### config.mk
export PLATFORM = sky130hd
export DESIGN_NAME = imul_wb_queue_flat
export DESIGN_NICKNAME = d
export VERILOG_FILES = /design/src/rtl/imul_wb_queue_pkg.sv /design/src/rtl/imul_wb_queue_if.sv /design/src/rtl/imul_lat_track.sv /design/src/rtl/imul_wb_queue.sv /design/src/flat_wrapper.sv
export SDC_FILE = /design/constraint.sdc
export NUM_CORES = 1
export LEC_CHECK = 0
export ABC_AREA = 1
export CORE_MARGIN = 5
export CORE_UTILIZATION = 55
export CTS_CLUSTER_SIZE = 25
export DETAILED_ROUTE_END_ITERATION = 7
export PLACE_DENSITY = 0.9
export SYNTH_ARGS = -nofsm -noshare
export SYNTH_HDL_FRONTEND = slang
export SYNTH_SLANG_ARGS = --single-unit
### constraint.sdc
create_clock -name clk -period 8.4 [get_ports clk]
set_input_delay 1.68 -clock clk [delete_from_list [all_inputs] [get_ports clk]]
set_output_delay 1.68 -clock clk [all_outputs]
set_load 0.05 [all_outputs]
### src/rtl/imul_wb_queue_pkg.sv
// Shared types and constants for the multiply writeback queue.
// The FIFO entry tag field is sized by the package default tag width.
package imul_wb_queue_pkg;

    localparam int IMUL_RES_W = 65;
    localparam int IMUL_FLG_W = 6;
    localparam int IMUL_TAG_W = 9;

    typedef struct packed {
        logic [IMUL_TAG_W-1:0] tag;
        logic [IMUL_RES_W-1:0] res;
        logic [IMUL_FLG_W-1:0] flg;
        logic                  wflg;
    } wbq_entry_t;

endpackage

### src/rtl/imul_wb_queue_if.sv
// Writeback port bundle: valid/ready handshake plus head-entry payload.
interface imul_wb_queue_if
    import imul_wb_queue_pkg::*;
#(
    parameter int TAG_W = IMUL_TAG_W
) ();

    logic                  wb_valid;
    logic                  wb_ready;
    logic [TAG_W-1:0]      wb_tag;
    logic [IMUL_RES_W-1:0] wb_res;
    logic [IMUL_FLG_W-1:0] wb_flg;
    logic                  wb_flg_en;

    modport master (
        output wb_valid,
        output wb_tag,
        output wb_res,
        output wb_flg,
        output wb_flg_en,
        input  wb_ready
    );

    modport slave (
        input  wb_valid,
        input  wb_tag,
        input  wb_res,
        input  wb_flg,
        input  wb_flg_en,
        output wb_ready
    );

endinterface

### src/rtl/imul_lat_track.sv
// LAT-stage valid/tag shift register mirroring the multiply pipeline;
// advances only with clk_en and reports how many ops are in flight.
module imul_lat_track #(
    parameter int LAT   = 3,
    parameter int TAG_W = 9,
    localparam int IW   = $clog2(LAT + 1)
) (
    input  logic             clk,
    input  logic             rst,
    input  logic             clk_en,
    input  logic             iss_en,
    input  logic [TAG_W-1:0] iss_tag,
    input  logic             iss_wflg,
    output logic             last_v,
    output logic [TAG_W-1:0] last_tag,
    output logic             last_wflg,
    output logic [IW-1:0]    inflight
);

    logic [LAT-1:0] v;
    logic [LAT-1:0] wflg;
    logic [TAG_W-1:0] tag [LAT];

    always_ff @(posedge clk) begin
        if (rst) begin
            v <= '0;
        end else if (clk_en) begin
            v[0] <= iss_en;
            for (int i = 1; i < LAT; i++) v[i] <= v[i-1];
        end
    end

    // Payload needs no reset: it is only looked at when its valid bit is set.
    always_ff @(posedge clk) begin
        if (clk_en) begin
            tag[0]  <= iss_tag;
            wflg[0] <= iss_wflg;
            for (int i = 1; i < LAT; i++) begin
                tag[i]  <= tag[i-1];
                wflg[i] <= wflg[i-1];
            end
        end
    end

    assign last_v    = v[LAT-1];
    assign last_tag  = tag[LAT-1];
    assign last_wflg = wflg[LAT-1];

    always_comb begin
        inflight = '0;
        for (int i = 0; i < LAT; i++) inflight = inflight + IW'(v[i]);
    end

endmodule

### src/rtl/imul_wb_queue.sv
// Multiply-result writeback queue with issue credits.
// Optional: IMUL_WBQ_BYPASS_EN forwards a capture into an empty queue.
module imul_wb_queue
    import imul_wb_queue_pkg::*;
#(
    parameter int DEPTH = 4,
    parameter int TAG_W = IMUL_TAG_W,
    parameter int LAT   = 3
) (
    input  logic                  clk,
    input  logic                  rst,
    input  logic                  clkEn,
    input  logic                  iss_en,
    input  logic [TAG_W-1:0]      iss_tag,
    input  logic                  iss_wflg,
    input  logic [IMUL_RES_W-1:0] mul_res,
    input  logic [IMUL_FLG_W-1:0] mul_flg,
    output logic                  iss_credit,
    imul_wb_queue_if.master       wb,
    output logic                  ovf_err
);

    localparam int PW = (DEPTH > 1) ? $clog2(DEPTH) : 1;
    localparam int CW = $clog2(DEPTH + 1);
    localparam int IW = $clog2(LAT + 1);
    localparam int SW = $clog2(DEPTH + LAT + 2);

    logic             last_v;
    logic             last_wflg;
    logic [TAG_W-1:0] last_tag;
    logic [IW-1:0]    inflight;

    imul_lat_track #(
        .LAT   (LAT),
        .TAG_W (TAG_W)
    ) u_track (
        .clk       (clk),
        .rst       (rst),
        .clk_en    (clkEn),
        .iss_en    (iss_en),
        .iss_tag   (iss_tag),
        .iss_wflg  (iss_wflg),
        .last_v    (last_v),
        .last_tag  (last_tag),
        .last_wflg (last_wflg),
        .inflight  (inflight)
    );

    wbq_entry_t    mem [DEPTH];
    wbq_entry_t    cap;
    wbq_entry_t    head;
    wbq_entry_t    out;
    logic [PW-1:0] wr_ptr;
    logic [PW-1:0] rd_ptr;
    logic [CW-1:0] count;
    logic          push;
    logic          pop;
    logic          wr;
    logic          empty;
    logic          full;
    logic          byp_take;
    logic [SW-1:0] demand;

    assign cap = '{
        tag:  IMUL_TAG_W'(last_tag),
        res:  mul_res,
        flg:  mul_flg,
        wflg: last_wflg
    };

    assign push  = clkEn && last_v;
    assign empty = (count == '0);
    assign full  = (count == CW'(DEPTH));
    assign head  = mem[rd_ptr];

`ifdef IMUL_WBQ_BYPASS_EN
    assign byp_take = empty && push && wb.wb_ready;
`else
    assign byp_take = 1'b0;
`endif

    // When full, a pop frees the slot the simultaneous push lands in.
    assign pop = !empty && wb.wb_ready;
    assign wr  = push && !byp_take && (!full || pop);

    always_ff @(posedge clk) begin
        if (rst) begin
            wr_ptr  <= '0;
            rd_ptr  <= '0;
            count   <= '0;
            ovf_err <= 1'b0;
        end else begin
            if (wr)  wr_ptr <= wr_ptr + PW'(1);
            if (pop) rd_ptr <= rd_ptr + PW'(1);
            if (wr && !pop)      count <= count + CW'(1);
            else if (!wr && pop) count <= count - CW'(1);
            if (push && full && !pop) ovf_err <= 1'b1;
        end
    end

    always_ff @(posedge clk) begin
        if (wr) mem[wr_ptr] <= cap;
    end

    always_comb begin
        wb.wb_valid = !empty;
        out         = empty ? '0 : head;
`ifdef IMUL_WBQ_BYPASS_EN
        if (empty && push) begin
            wb.wb_valid = 1'b1;
            out         = cap;
        end
`endif
        wb.wb_tag    = TAG_W'(out.tag);
        wb.wb_res    = out.res;
        wb.wb_flg    = out.flg;
        wb.wb_flg_en = out.wflg;
    end

    assign demand     = SW'(count) + SW'(inflight) + SW'(iss_en);
    assign iss_credit = demand < SW'(DEPTH);

endmodule

### src/flat_wrapper.sv
// flat-port wrapper written by rule: the top's interface ports become plain ports
module imul_wb_queue_flat import imul_wb_queue_pkg::*;
#(
    parameter int DEPTH = 4,
    parameter int TAG_W = IMUL_TAG_W,
    parameter int LAT   = 3
)
  (clk, rst, clkEn, iss_en, iss_tag, iss_wflg, mul_res, mul_flg, iss_credit, ovf_err, wb_wb_valid, wb_wb_tag, wb_wb_res, wb_wb_flg, wb_wb_flg_en, wb_wb_ready);
  imul_wb_queue_if #(.TAG_W(TAG_W)) wb_i ();
  input  logic clk;
  input  logic rst;
  input  logic clkEn;
  input  logic iss_en;
  input  logic [TAG_W-1:0] iss_tag;
  input  logic iss_wflg;
  input  logic [IMUL_RES_W-1:0] mul_res;
  input  logic [IMUL_FLG_W-1:0] mul_flg;
  output logic iss_credit;
  output logic ovf_err;
  output wire logic [$bits(wb_i.wb_valid)-1:0] wb_wb_valid;
  output wire logic [$bits(wb_i.wb_tag)-1:0] wb_wb_tag;
  output wire logic [$bits(wb_i.wb_res)-1:0] wb_wb_res;
  output wire logic [$bits(wb_i.wb_flg)-1:0] wb_wb_flg;
  output wire logic [$bits(wb_i.wb_flg_en)-1:0] wb_wb_flg_en;
  input wire logic [$bits(wb_i.wb_ready)-1:0] wb_wb_ready;
  assign wb_wb_valid = wb_i.wb_valid;
  assign wb_wb_tag = wb_i.wb_tag;
  assign wb_wb_res = wb_i.wb_res;
  assign wb_wb_flg = wb_i.wb_flg;
  assign wb_wb_flg_en = wb_i.wb_flg_en;
  assign wb_i.wb_ready = wb_wb_ready;
  imul_wb_queue #(.DEPTH(DEPTH), .TAG_W(TAG_W), .LAT(LAT)) u_core (.clk(clk), .rst(rst), .clkEn(clkEn), .iss_en(iss_en), .iss_tag(iss_tag), .iss_wflg(iss_wflg), .mul_res(mul_res), .mul_flg(mul_flg), .iss_credit(iss_credit), .wb(wb_i), .ovf_err(ovf_err));
endmodule
# After elaboration in Yosys (flattened, before gate mapping)
# Memory sizes are Yosys's and may differ from the RTL's. A register that Yosys moved wholly into a read port is not among the register bits.
# Index checks and enable logic that the tools add are counted.
dict set report word_totals {
  word_cells 41
  n_memories 2
  out_inout_bits 84
  inputBits 86
  ram_bits 351
  reg_bits 14
}
dict set report classes {
  eq_ne 1
  muxes 9
  n_reduce_logical 14
  add_sub_neg 8
  magnitude_cmp 1
}
# memory words word_bits rd rd_ports_with_merged_regs wr line
set mem_list {}
lappend mem_list {u_core.mem 4 81 1 1 1 imul_wb_queue.sv:49} ;# wbq_entry_t mem [DEPTH];
lappend mem_list {u_core.u_track.tag 3 9 3 0 3 imul_lat_track.sv:22} ;# logic [TAG_W-1:0] tag [LAT];
# operator n
set ops {}
lappend ops {{2-to-1 mux 81 bit} 1}
lappend ops {{logical AND 1 bit} 7}
lappend ops {{2-to-1 mux 3 bit} 2}
lappend ops {{adder 2 x 1 -> 2 bit (second input constant)} 2}
lappend ops {{adder 3 x 2 -> 4 bit} 1}
lappend ops {{adder 4 x 1 -> 4 bit} 1}
lappend ops {{logical NOT 1 bit} 4}
lappend ops {{less-than comparator 4 x 3 -> 1 bit (second input constant)} 1}
lappend ops {{2-to-1 mux 1 bit} 4}
lappend ops {{2-to-1 mux 2 bit} 2}
lappend ops {{adder 3 x 1 -> 3 bit (second input constant)} 1}
lappend ops {{== test 3 bit (second input constant)} 1}
lappend ops {{logical NOT 3 bit} 1}
lappend ops {{subtractor 3 x 1 -> 3 bit (second input constant)} 1}
lappend ops {{adder 1 x 1 -> 2 bit} 1}
lappend ops {{adder 2 x 1 -> 2 bit} 1}
lappend ops {{nonzero test 2 bit} 1}
lappend ops {{logical OR 1 bit} 1}

# Longest topological paths before layout
dict set report logic_depth {
  ltp_word 9
  mapped_depth 13
  ltp_nobuf 13
}

# Hierarchy
# Synthesis repeated with hierarchy kept, for this count alone.
dict set report unflattened {
  cells_unflattened 1095
  area_unflattened_um2 14161.1
}
# mod cells_each area_per_inst_um2 seq_area_each_um2 n_inst
set modules_own_cells {}
lappend modules_own_cells {imul_wb_queue 1036 13052.5 9929.5 1}
lappend modules_own_cells {imul_lat_track 59 1108.6 960.9 1}

# Least setup slack after synthesis
# Ideal clock, no wire load.
dict set report synth_path {
  kind {input port to flip-flop}
  start {input wb_wb_ready}
  end {memory u_core.mem[0][0] (netlist name), enable pin}
  arrival_time_ps 5366
  setup_time_ps 521
  setup_slack_ps 2513
  path_stages 4
  n_path_buf 0
  t_required_ps 7879
  cell_sequence {inv_1 -> nand3_1 -> nand2_1 -> nor2_1}
}
dict set report synth_via {
  elab_chain_len 5
}
# element line
set synth_rtl {}
lappend synth_rtl {{start: declaration} flat_wrapper.sv:25} ;# input wire logic [$bits(wb_i.wb_ready)-1:0] wb_wb_ready;
lappend synth_rtl {{logical AND 1 bit} imul_wb_queue.sv:83} ;# assign pop = !empty && wb.wb_ready;
lappend synth_rtl {{logical OR 1 bit} imul_wb_queue.sv:84} ;# assign wr = push && !byp_take && (!full || pop);
lappend synth_rtl {{logical AND 1 bit} imul_wb_queue.sv:84}
lappend synth_rtl {{2-to-1 mux 1 bit} imul_wb_queue.sv:102} ;# if (wr) mem[wr_ptr] <= cap;
lappend synth_rtl {{2-to-1 mux 1 bit (not written as such)} imul_wb_queue.sv:102}
lappend synth_rtl {{end: declaration} imul_wb_queue.sv:49}
# Every way passes these cells.

# Worst setup path after layout
dict set report layout_path {
  start {input iss_en}
  end {output iss_credit}
}
dict set report layout_via {
  elab_chain_len 2
}
# element line
set layout_rtl {}
lappend layout_rtl {{start: declaration} flat_wrapper.sv:13} ;# input logic iss_en;
lappend layout_rtl {{adder 4 x 1 -> 4 bit} imul_wb_queue.sv:120} ;# assign demand = SW'(count) + SW'(inflight) + SW'(iss_en);
lappend layout_rtl {{less-than comparator 4 x 3 -> 1 bit} imul_wb_queue.sv:121} ;# assign iss_credit = demand < SW'(DEPTH);
lappend layout_rtl {{end: declaration} flat_wrapper.sv:18} ;# output logic iss_credit;
# Every way passes these cells.

==> impl_summary.md <==
Run status
The run finished with clean final reports.

STA
Setup repair after global routing left no endpoint under its margin. The number of setup violations in the final report is 0. Of the available clock period, the critical path in the final layout requires 0.686. The number of endpoints with negative hold slack in the final report was 0. The post-route worst setup slack is 2.64 ns. The clock skew is 0.0208 ns. The timing-limited maximum frequency is 174 MHz.

After routing, the total negative slack on setup checks comes to 0 ns. The clock period minus worst slack is 5.76 ns. Headroom to the max-slew limit came out at 0.244. The final max-slew violation count is 0.

Across all hold checks on the routed design, the worst slack comes to 0.420 ns. At the pin with the least slew margin, the transition time is 1.13 ns.

Global routing
The initial antenna violation count was 0. The total overflow left after global routing is 0. The largest net degree at the start of global routing is 95. The first global-routing pass estimated 45,600 um of wire. The total global-route track usage is 0.200. The number of global-route vias before repair is 9,053.

Synthesis
The cell taking the most area after synthesis is sky130_fd_sc_hd__edfxtp_1. Counting every net in the synthesized netlist gives 1,175. By area, the combinational part of the netlist is dominated by simple AND/OR/NAND/NOR gates. For this run, the leading register cell type out of synthesis is sky130_fd_sc_hd__edfxtp_1.

Sorting the synthesized cells by area gives the leading types as sky130_fd_sc_hd__edfxtp_1 75%, sky130_fd_sc_hd__nor2_1 9.1%, sky130_fd_sc_hd__a21oi_1 3.1%. Synthesis instantiated 21 different standard cells from the library. The portion of synthesized area spent on multiplexers is 0. The area share of the leading cell type in the synthesized netlist is 0.753.

The most common cell in the netlist is sky130_fd_sc_hd__edfxtp_1. In the synthesized netlist, the cells that appear most often are 354 x sky130_fd_sc_hd__edfxtp_1, 343 x sky130_fd_sc_hd__nor2_1, 88 x sky130_fd_sc_hd__a21oi_1. A synthesized cell averages 13.1 um^2. The number of enable flip-flop cells after synthesis is 354. In the synthesized netlist, the number of instances is 1,080.

The sequential cell area fraction in the yosys report is 0.772. The total of flip-flops plus latches after synthesis is 367. The synthesized-area fraction occupied by ao, oa, aoi and oai cells is 0.0905. The xor/xnor cell area share of the yosys netlist is 0.000621. Of the total synthesized cell area, the portion taken by AND, OR, NAND and NOR gates is 0.0978. The fraction of synthesis flops using an asynchronous set or reset pin is 0.

After synthesis the cells add up to 0.0141 mm^2. Yosys printed 0 warnings. The share of synthesized cell area in full adder, half adder and majority cells is 0.00905.

Clock tree
The maximum count of clock buffers along a single path is 3. The number of setup buffers added after CTS is 0. The hold buffer count at CTS is 0. The TritonCTS clock tree is built. Clock tree synthesis inserted a total of 35 buffers. The post-cts resize count is 0. The clock-pin slew of the registers on the worst-case setup and hold paths is 0.06 ns. The maximum level of the CTS H-tree is 2.

Clock latency on the worst-skew pair, taken at its later pin, is 0.51 ns. Clock tree synthesis selected as its root buffer the cell sky130_fd_sc_hd__clkbuf_16. The clock sink count is 367.

Route
The detailed-route vias per instance is 5.57. The post-detailed-route count of antenna-violating nets is 0. The routed layout has 8,874 vias. The routed design has 29,600 um of wire. For this run, design rule violations remaining after detail routing come to 0. The number of search-and-repair iterations in the first detailed-routing pass is 5. The average detailed-routed wire length per instance is 18.6 um. The detailed router finished its first iteration with 830 violations.

Setup path
The worst setup path is launched from an input pin. The start-to-end type of the worst setup path is in2out. The required time of the critical path is 6.72 ns.

Walking the worst path, the cells encountered are clkdlybuf4s50_1, fa_1, ha_1, a21oi_1, o21ai_0, nor2_1, clkdlybuf4s50_1. The maximum fanout encountered on the critical timing path is 2. The type of element capturing the critical path is an output pin. The largest single stage delay on the critical path is 0.80 ns. Counting buffers and inverters, the worst setup path is 7 cells deep. The critical path arrival is 4.08 ns. The critical-path cell with the highest stage delay is sky130_fd_sc_hd__clkdlybuf4s50_1. The library cell appearing most often on the critical path is sky130_fd_sc_hd__clkdlybuf4s50_1. The logic depth of the worst register-to-register path is 6.

The family with the most delay on the worst path is buffers and inverters. The critical path contains buffers and inverters numbering 2 combined.

Floorplanning
The total core area is 0.0253 mm^2. The floorplan step set the die height to 170 um. For this configuration, the core starts out at a cell density of 0.559. The floorplan step defined a die boundary enclosing 0.0290 mm^2.

For this design the top-level I/O count stands at 170. The die is 170 um wide. Row generation in the floorplan step produced 58 rows.

Final layout
The total number of nets in the final design is 1,334. The total inserted antenna cells is 0. The proportion of layout cells with a drive suffix above 1 is 0.0562. The signed area change from the synthesized netlist to the final layout is 21.7%.

With fillers left out, the area of the finished cells amounts to 0.0172 mm^2. The number of filler instances in the final layout is 1,640.

Job
The count of max-cap constraint violations is 0.

Placed design
The global placement routability congestion is 0.746. The worst slack at placement is 2.62 ns. Port buffering added 169 buffers. In this run the cell area measured after placement is 0.0160 mm^2. The HPWL after detailed placement is 16,200 um.

Pwr
The worst-case vdd ir drop is 0.000304 V. For this design the static power due to leakage is 5.78 nW. Power comes to 0.00602 W.

Power spread over the standard cell area amounts to 350 mW/mm^2.

Hold path
The classification of the worst-slack hold path is reg2reg. The worst hold path passes through 0 cells.
-- stage by stage --
| step | util | std cells |
|---|---|---|
| finish | 0.680 | 1593 |
| global route | 0.680 | 1593 |
| CTS | 0.680 | 1593 |
| detailed placement | 0.634 | 1532 |
| global placement | 0.634 | 1532 |
| floorplan | - | 1080 |
-- flip-flops by register name, indices dropped and copies added, names as in the netlist, named ones only --
signal and flops:
u_core.u_track.tag 27, u_core.mem 324, u_core.ovf_err 1, u_core.wr_ptr 2
u_core.u_track.wflg 3, u_core.rd_ptr 2, u_core.u_track.v 3, u_core.count 3
-- power by group --
| part | switching, W | internal (W) | total (W) |
|---|---|---|---|
| sequential | 0.0000889 | 0.00206 | 0.00214 |
| clock | 0.000613 | 0.000954 | 0.00157 |
| combinational | 0.00164 | 0.000665 | 0.00231 |
-- layout by cell type (no fill, tap or decap) --
master,n
sky130_fd_sc_hd__nand2_1,15
sky130_fd_sc_hd__bufinv_16,5
sky130_fd_sc_hd__clkinvlp_4,1
sky130_fd_sc_hd__dfxtp_1,11
sky130_fd_sc_hd__clkbuf_16,37
sky130_fd_sc_hd__clkbuf_1,6
sky130_fd_sc_hd__xor2_1,1
sky130_fd_sc_hd__ha_1,7
sky130_fd_sc_hd__clkdlybuf4s50_1,169
sky130_fd_sc_hd__edfxtp_1,354
sky130_fd_sc_hd__clkinv_1,6
sky130_fd_sc_hd__nor2_4,4
sky130_fd_sc_hd__inv_4,1
sky130_fd_sc_hd__inv_1,20
sky130_fd_sc_hd__nand3_1,6
sky130_fd_sc_hd__buf_4,13
sky130_fd_sc_hd__nor2_1,339
sky130_fd_sc_hd__o21ai_1,80
sky130_fd_sc_hd__o21ai_0,87
sky130_fd_sc_hd__fa_1,2
sky130_fd_sc_hd__dfxtp_4,2
sky130_fd_sc_hd__nand4_1,1
sky130_fd_sc_hd__clkinv_2,8
sky130_fd_sc_hd__a21oi_1,88
-- logic make-up (layout without fill, tap and decap cells) --
group / Yosys count / in the layout
AO/OA/AOI/OAI: 255 / 255
flip-flops: 367 / 367
buffers and inverters: 83 / 266
AND/OR/NAND/NOR: 365 / 365
adder cells (fa/ha/maj): 9 / 9
XOR/XNOR: 1 / 1
-- final cells by class --
| class | count | area [um^2] | area share |
|---|---|---|---|
| Timing Repair Buffer | 182 | 1790 | 0.104 |
| Inverter | 23 | 91.3 | 0.00532 |
| Clock inverter | 18 | 210 | 0.0122 |
| Sequential cell | 367 | 10900 | 0.635 |
| Multi-Input combinational cell | 630 | 2820 | 0.164 |
| Clock buffer | 43 | 948 | 0.0552 |
| Tap cell | 330 | 413 | 0.0240 |
-- layer usage --
layer  vias to the layer above  track usage  wire [um]
met5                         -            0          0
met3                        57       0.0318       1840
met1                      4357        0.246      11300
met2                       326        0.358      15700
met4                         0       0.0743        755
li1                       4134            -          -
-- final timing paths --
path                                                       endpoint                          startpoint  slack (ns)
worst max register to register          u_core.mem[1][46]$_DFFE_PP_        u_core.count[0]$_SDFFE_PP0P_        5.64
worst min-delay path            u_core.u_track.tag[0][16]$_DFFE_PP_  u_core.u_track.tag[0][7]$_DFFE_PP_        0.42
worst max-delay path                                     iss_credit                              iss_en        2.64
worst min register to register  u_core.u_track.tag[0][16]$_DFFE_PP_  u_core.u_track.tag[0][7]$_DFFE_PP_        0.42
Note: power is estimated with default switching activity, not from simulation.
